**src/rtl/vga_monitor_if.sv**
```systemverilog
// vga_monitor_if: sync and colour lines from a vga timing block to its monitor
interface vga_monitor_if;
    logic hs;
    logic vs;
    logic r;
    logic g;
    logic b;
    modport master (output hs, vs, r, g, b);
    modport slave (input hs, vs, r, g, b);
endinterface

```
**src/rtl/vga_monitor.sv**
```systemverilog
// vga_monitor: measures hs/vs timing, compares it with the expected timing and reports lock and sticky errors.
// Define VGA_MONITOR_PIXCNT_EN to add the per-frame lit-pixel counter output pix_lit.
module vga_monitor #(
    parameter int H_TOTAL  = 1600,
    parameter int H_SYNC   = 192,
    parameter int V_TOTAL  = 525,
    parameter int V_SYNC   = 2,
    parameter bit SYNC_POL = 1'b0
) (
    input  logic          clock,
    input  logic          reset_n,
    vga_monitor_if.slave  vga,
    input  logic          clr,
    output logic [11:0]   h_period,
    output logic [11:0]   h_width,
    output logic [10:0]   v_lines,
    output logic [10:0]   v_width,
    output logic [15:0]   frame_cnt,
    output logic          locked,
    output logic          err_h,
    output logic          err_v
`ifdef VGA_MONITOR_PIXCNT_EN
    ,
    output logic [19:0]   pix_lit
`endif
);
    typedef enum logic [1:0] {SEARCH, MEASURE, LOCKED} state_t;

    state_t state, state_n;
    logic good, good_n;
    logic hs_q, hs_d, vs_q, vs_d, clr_q;
    logic hs_act, vs_act, hs_lead, hs_trail, vs_lead, vs_trail;
    logic h_mis, v_mis, h_seen;
    logic [11:0] hcnt, wcnt;
    logic [10:0] lcnt, vwcnt;

    assign hs_act   = hs_q == SYNC_POL;
    assign vs_act   = vs_q == SYNC_POL;
    assign hs_lead  = hs_act && (hs_d != SYNC_POL);
    assign hs_trail = !hs_act && (hs_d == SYNC_POL);
    assign vs_lead  = vs_act && (vs_d != SYNC_POL);
    assign vs_trail = !vs_act && (vs_d == SYNC_POL);
    assign h_mis = (state != SEARCH) && h_seen &&
                   ((hs_lead && hcnt != 12'(H_TOTAL)) || (hs_trail && wcnt != 12'(H_SYNC)));
    assign v_mis = (state != SEARCH) &&
                   ((vs_lead && lcnt != 11'(V_TOTAL)) || (vs_trail && vwcnt != 11'(V_SYNC)));
    assign locked = state == LOCKED;

    // Register inputs once, then delay the syncs again so edges are seen between the two stages
    always_ff @(posedge clock or negedge reset_n) begin
        if (!reset_n) begin
            {hs_q, hs_d, vs_q, vs_d} <= {4{~SYNC_POL}};
            clr_q <= 1'b0;
        end else begin
            {hs_q, vs_q, clr_q} <= {vga.hs, vga.vs, clr};
            {hs_d, vs_d} <= {hs_q, vs_q};
        end
    end

    // Saturating counters and the measurements latched from them at sync edges
    always_ff @(posedge clock or negedge reset_n) begin
        if (!reset_n) begin
            {hcnt, wcnt, lcnt, vwcnt, h_seen} <= '0;
            {h_period, h_width, v_lines, v_width, frame_cnt, err_h, err_v} <= '0;
        end else begin
            hcnt  <= hs_lead ? 12'd1 : hcnt + {11'd0, ~&hcnt};
            wcnt  <= hs_lead ? 12'd1 : wcnt + {11'd0, hs_act & ~&wcnt};
            lcnt  <= vs_lead ? {10'd0, hs_lead} : lcnt + {10'd0, hs_lead & ~&lcnt};
            vwcnt <= vs_lead ? {10'd0, hs_lead} : vwcnt + {10'd0, hs_lead & vs_act & ~&vwcnt};
            h_seen <= h_seen | hs_lead;
            if (hs_lead) h_period <= hcnt;
            if (hs_trail) h_width <= wcnt;
            if (vs_lead) v_lines <= lcnt;
            if (vs_lead) frame_cnt <= frame_cnt + 16'd1;
            if (vs_trail) v_width <= vwcnt;
            err_h <= (err_h & ~clr_q) | h_mis;
            err_v <= (err_v & ~clr_q) | v_mis;
        end
    end

    // Lock state and clean-frame count
    always_ff @(posedge clock or negedge reset_n) begin
        if (!reset_n) begin
            state <= SEARCH;
            good  <= 1'b0;
        end else begin
            state <= state_n;
            good  <= good_n;
        end
    end

    // Lock after two consecutive clean frames; any mismatch restarts the search
    always_comb begin
        state_n = state;
        good_n  = good;
        if (state == SEARCH) begin
            if (vs_lead) begin
                state_n = MEASURE;
                good_n  = 1'b0;
            end
        end else if (h_mis || v_mis) begin
            state_n = SEARCH;
        end else if (vs_lead && state == MEASURE) begin
            good_n = 1'b1;
            if (good) state_n = LOCKED;
        end
    end

`ifdef VGA_MONITOR_PIXCNT_EN
    logic lit_q;
    logic [19:0] pcnt;

    // Count lit clocks per frame and publish the total at each vs leading edge
    always_ff @(posedge clock or negedge reset_n) begin
        if (!reset_n) begin
            lit_q   <= 1'b0;
            pcnt    <= '0;
            pix_lit <= '0;
        end else begin
            lit_q <= vga.r | vga.g | vga.b;
            pcnt  <= vs_lead ? {19'd0, lit_q} : pcnt + {19'd0, lit_q & ~&pcnt};
            if (vs_lead) pix_lit <= pcnt;
        end
    end
`endif
endmodule
```
**src/flat_wrapper.sv**
```systemverilog
// flat-port wrapper written by rule: the top's interface ports become plain ports
module vga_monitor_flat 
#(
    parameter int H_TOTAL  = 1600,
    parameter int H_SYNC   = 192,
    parameter int V_TOTAL  = 525,
    parameter int V_SYNC   = 2,
    parameter bit SYNC_POL = 1'b0
)
  (clock, reset_n, clr, h_period, h_width, v_lines, v_width, frame_cnt, locked, err_h, err_v, vga_hs, vga_vs, vga_r, vga_g, vga_b);
  vga_monitor_if vga_i ();
  input  logic clock;
  input  logic reset_n;
  input  logic clr;
  output logic [11:0] h_period;
  output logic [11:0] h_width;
  output logic [10:0] v_lines;
  output logic [10:0] v_width;
  output logic [15:0] frame_cnt;
  output logic locked;
  output logic err_h;
  output logic err_v;
  input wire logic [$bits(vga_i.hs)-1:0] vga_hs;
  input wire logic [$bits(vga_i.vs)-1:0] vga_vs;
  input wire logic [$bits(vga_i.r)-1:0] vga_r;
  input wire logic [$bits(vga_i.g)-1:0] vga_g;
  input wire logic [$bits(vga_i.b)-1:0] vga_b;
  assign vga_i.hs = vga_hs;
  assign vga_i.vs = vga_vs;
  assign vga_i.r = vga_r;
  assign vga_i.g = vga_g;
  assign vga_i.b = vga_b;
  vga_monitor #(.H_TOTAL(H_TOTAL), .H_SYNC(H_SYNC), .V_TOTAL(V_TOTAL), .V_SYNC(V_SYNC), .SYNC_POL(SYNC_POL)) u_core (.clock(clock), .reset_n(reset_n), .vga(vga_i), .clr(clr), .h_period(h_period), .h_width(h_width), .v_lines(v_lines), .v_width(v_width), .frame_cnt(frame_cnt), .locked(locked), .err_h(err_h), .err_v(err_v));
endmodule
```
**config.mk**
```make
export PLATFORM = sky130hd
export DESIGN_NAME = vga_monitor_flat
export DESIGN_NICKNAME = d
export VERILOG_FILES = /design/src/rtl/vga_monitor_if.sv /design/src/rtl/vga_monitor.sv /design/src/flat_wrapper.sv
export SDC_FILE = /design/constraint.sdc
export NUM_CORES = 1
export LEC_CHECK = 0
export CORE_ASPECT_RATIO = 0.7
export CORE_MARGIN = 2
export CORE_UTILIZATION = 39
export DETAILED_ROUTE_END_ITERATION = 12
export GPL_ROUTABILITY_DRIVEN = 0
export PLACE_DENSITY = 0.72
export SYNTH_ARGS = -nofsm -noshare
export SYNTH_HDL_FRONTEND = slang
export SYNTH_SLANG_ARGS = --single-unit
```
**constraint.sdc**
```tcl
create_clock -name clock -period 5.1 [get_ports clock]
set_clock_uncertainty 0.1 [all_clocks]
set_input_delay 1.02 -clock clock [delete_from_list [all_inputs] [get_ports clock]]
set_output_delay 1.02 -clock clock [all_outputs]
set_load 0.01 [all_outputs]
```
==> results.yml <==
outcome:
  status: "complete, no violations"
drt:
  postRouteAntennaNets: 0
  firstDrtPassIters: 4
  vias: 3613
  drt-initial-drc-count: 195
  via_per_inst: 4.98
  avgRoutedWirePerCell_um: 14.0
  drc: 0
  drt-total-wl_mm: 10.2
sta:
  slew-limit-headroom_pct: 14.7
  rsz0062_at_grt: "false"
  maxSlewViolCount: 0
  timing.final.crit_share_pct: 51.9
  tns_ns: 0
  worst_pin_slew_ns: 1.27
  fin_crit_ns: 2.65
  holdWs_ns: 0.296
  finalSetupViolations: 0
  fmax_mhz: 378
  finalHoldViolations: 0
synth:
  async_flop_share_pct: 100
  avgSynthCellArea_sq_um: 10.9
  synth.most_common_cell: "dfrtp_1"
  synth_top_area_share_pct: 55.9
  ys_top_cells_by_count: "dfrtp_1, nand2_1, nor2_1, xor2_1"
  synth_top_area_cell: "dfrtp_1"
  synth-edff-count: 0
  ys_warn_count: 0
  ys_ff_latch: 119
  yosys-top-cells-area: "dfrtp_1, nand2_1, mux2_2"
  synth_cell_types: 39
  synthesis.nets: 490
  ys_seq_area_share_pct: 57.9
  synth.cell_area_sq_um: 5150
  synth-main-ff-cell: "dfrtp_1"
  synthCells: 473
setup_path:
  start_kind: "register"
  critPathKind: "reg2out"
  required_ns: 3.98
  endpoint_kind: "primary output"
  crit_fanout: 5
  cp.arrival_ns: 1.53
grt:
  grt_use_total_pct: 15.6
  grt-ovfl-total: 0
  grt_pass1_vias: 3548
  grt_first_pass_wirelength_mm: 17.3
  grt_max_degree: 81
  grt_antenna_before_repair: 0
clock_tree:
  cts_made_buffers: 17
  cts_sinks: 119
  postCtsSetupBuffers: 0
  clock_latency_ns: 0.41
  root_buffer: "clkbuf_16"
  cts_tree: "done"
  htreeDepth: 4
  max-clock-path-buffers: 2
  clk_pin_slew_ns: 0.05
  cts_resized: 0
  hold_buffers: 0
power:
  power_leakage_nw: 3.02
  vdd_drop_max_v: 0.000289
  power_w: 0.00272
  powerDensity_nw_per_um2: 413
die:
  start_util_pct: 39.6
  ios: 73
  die_x_um: 141
  dieArea_sq_um: 14200
  coreArea_sq_um: 13000
  rows: 35
  die_y_um: 100
place:
  dp_hpwl_mm: 6.74
  placed_area_sq_um: 5980
  port_buffers: 69
run:
  max_cap_viol_count: 0
cells_and_area:
  drive_gt1_share_pct: 13.6
  final_util_pct: 50.6
  area_delta_synth_final_pct: 27.8
  fin_nets: 563
  multiInputGateArea_sq_um: 2070
  seqCellArea_sq_um: 2980
  fin_area_sq_um: 6580
  fillers: 1120
  num_antenna_cells: 0
hold_path:
  holdCritPathClass: "reg2reg"
## path summary, 6_finish.rpt
path | startpoint | end | slack, ns | cells after the start
worst max register to register | u_core.hs_d | u_core.lcnt[8] | 2.46 | 9
worst max-delay path | u_core.state[1] | locked | 2.45 | 2
min in group asynchronous | reset_n | u_core.v_width[8] | 0.67 | 1
max in group asynchronous | reset_n | u_core.hs_d | 3.11 | 2
worst min-delay path | u_core.hs_q | u_core.hs_d | 0.30 | 0
worst min register to register | u_core.hs_q | u_core.hs_d | 0.30 | 0
## cells in the final DEF (no fill, tap or decap), types with 3 or more instances in the layout
master	Yosys	layout
nor3_1	4	4
and4_1	3	3
nor2_1	48	48
dfstp_2	4	4
mux2_2	23	23
clkdlybuf4s50_1	0	68
a21oi_2	3	3
clkbuf_8	0	3
nand4_1	13	13
clkbuf_1	11	4
xnor2_1	22	22
a21oi_1	4	4
and2_1	4	4
nand2b_1	6	6
buf_4	0	3
nor4_1	5	5
and3_1	8	8
ha_1	9	9
clkinv_2	0	3
o21ai_0	8	8
xor2_1	28	28
clkbuf_16	0	17
or3_1	3	3
nand2_1	95	95
a31oi_1	3	3
inv_1	5	5
nand3_1	23	23
bufinv_16	0	3
dfrtp_1	115	115
## metal layers
layer / vias up / track usage, % / part of all wire, %
met5: - / 0 / 0
met4: 0 / 6.38 / 0.93
met3: 9 / 4.96 / 4.1
met2: 63 / 23.5 / 48
met1: 1801 / 21.0 / 47
li1: 1740 / - / -
## flip-flops by register name, indices dropped and copies added, names as in the netlist
signal / count
u_core.hs_q: 1
u_core.lcnt: 11
u_core.good: 1
u_core.h_width: 12
u_core.clr_q: 1
u_core.frame_cnt: 16
u_core.v_lines: 11
u_core.vs_d: 1
u_core.h_seen: 1
u_core.vwcnt: 11
u_core.h_period: 12
u_core.wcnt: 12
u_core.state: 2
u_core.hcnt: 12
u_core.hs_d: 1
u_core.err_h: 1
u_core.err_v: 1
u_core.vs_q: 1
u_core.v_width: 11
## critical path, stage by stage (launching register included)
cell,delay [ns]
dfrtp_1,0.39
nor2b_1,0.16
clkdlybuf4s50_1,0.58
## kinds of logic (layout without fill, tap and decap cells)
kind of cell	after synthesis	after routing	share of synthesized area (%)
buf+inv	22	108	1.99
fa+ha+maj	9	9	2.19
xor+xnor	50	50	8.51
compound gates	23	23	2.87
mux	23	23	5.03
flops	119	119	57.9
simple gates	227	227	21.5
## where the power goes
group	internal [W]	switching [W]	total, W
registers	0.00105	0.000115	0.00116
logic	0.000190	0.000170	0.000360
clock network	0.000804	0.000394	0.00120
## stage by stage
stage               worst slack (ns)  cells
finish                          2.45    725
global route                    2.20    725
CTS                             2.42    725
detailed placement              2.42    693
global placement                2.46    693
floorplan                       2.93    473
## final cells by class
| cell class | instances | area share, % |
|---|---|---|
| multi-input cells | 332 | 31.4 |
| repair buffers | 71 | 10.7 |
| clock buffers | 24 | 7.32 |
| flip-flops and latches | 119 | 45.3 |
| well taps | 166 | 3.16 |
| inverters | 5 | 0.285 |
| clock inverters | 8 | 1.82 |
Power figures use the tool's default switching activity.
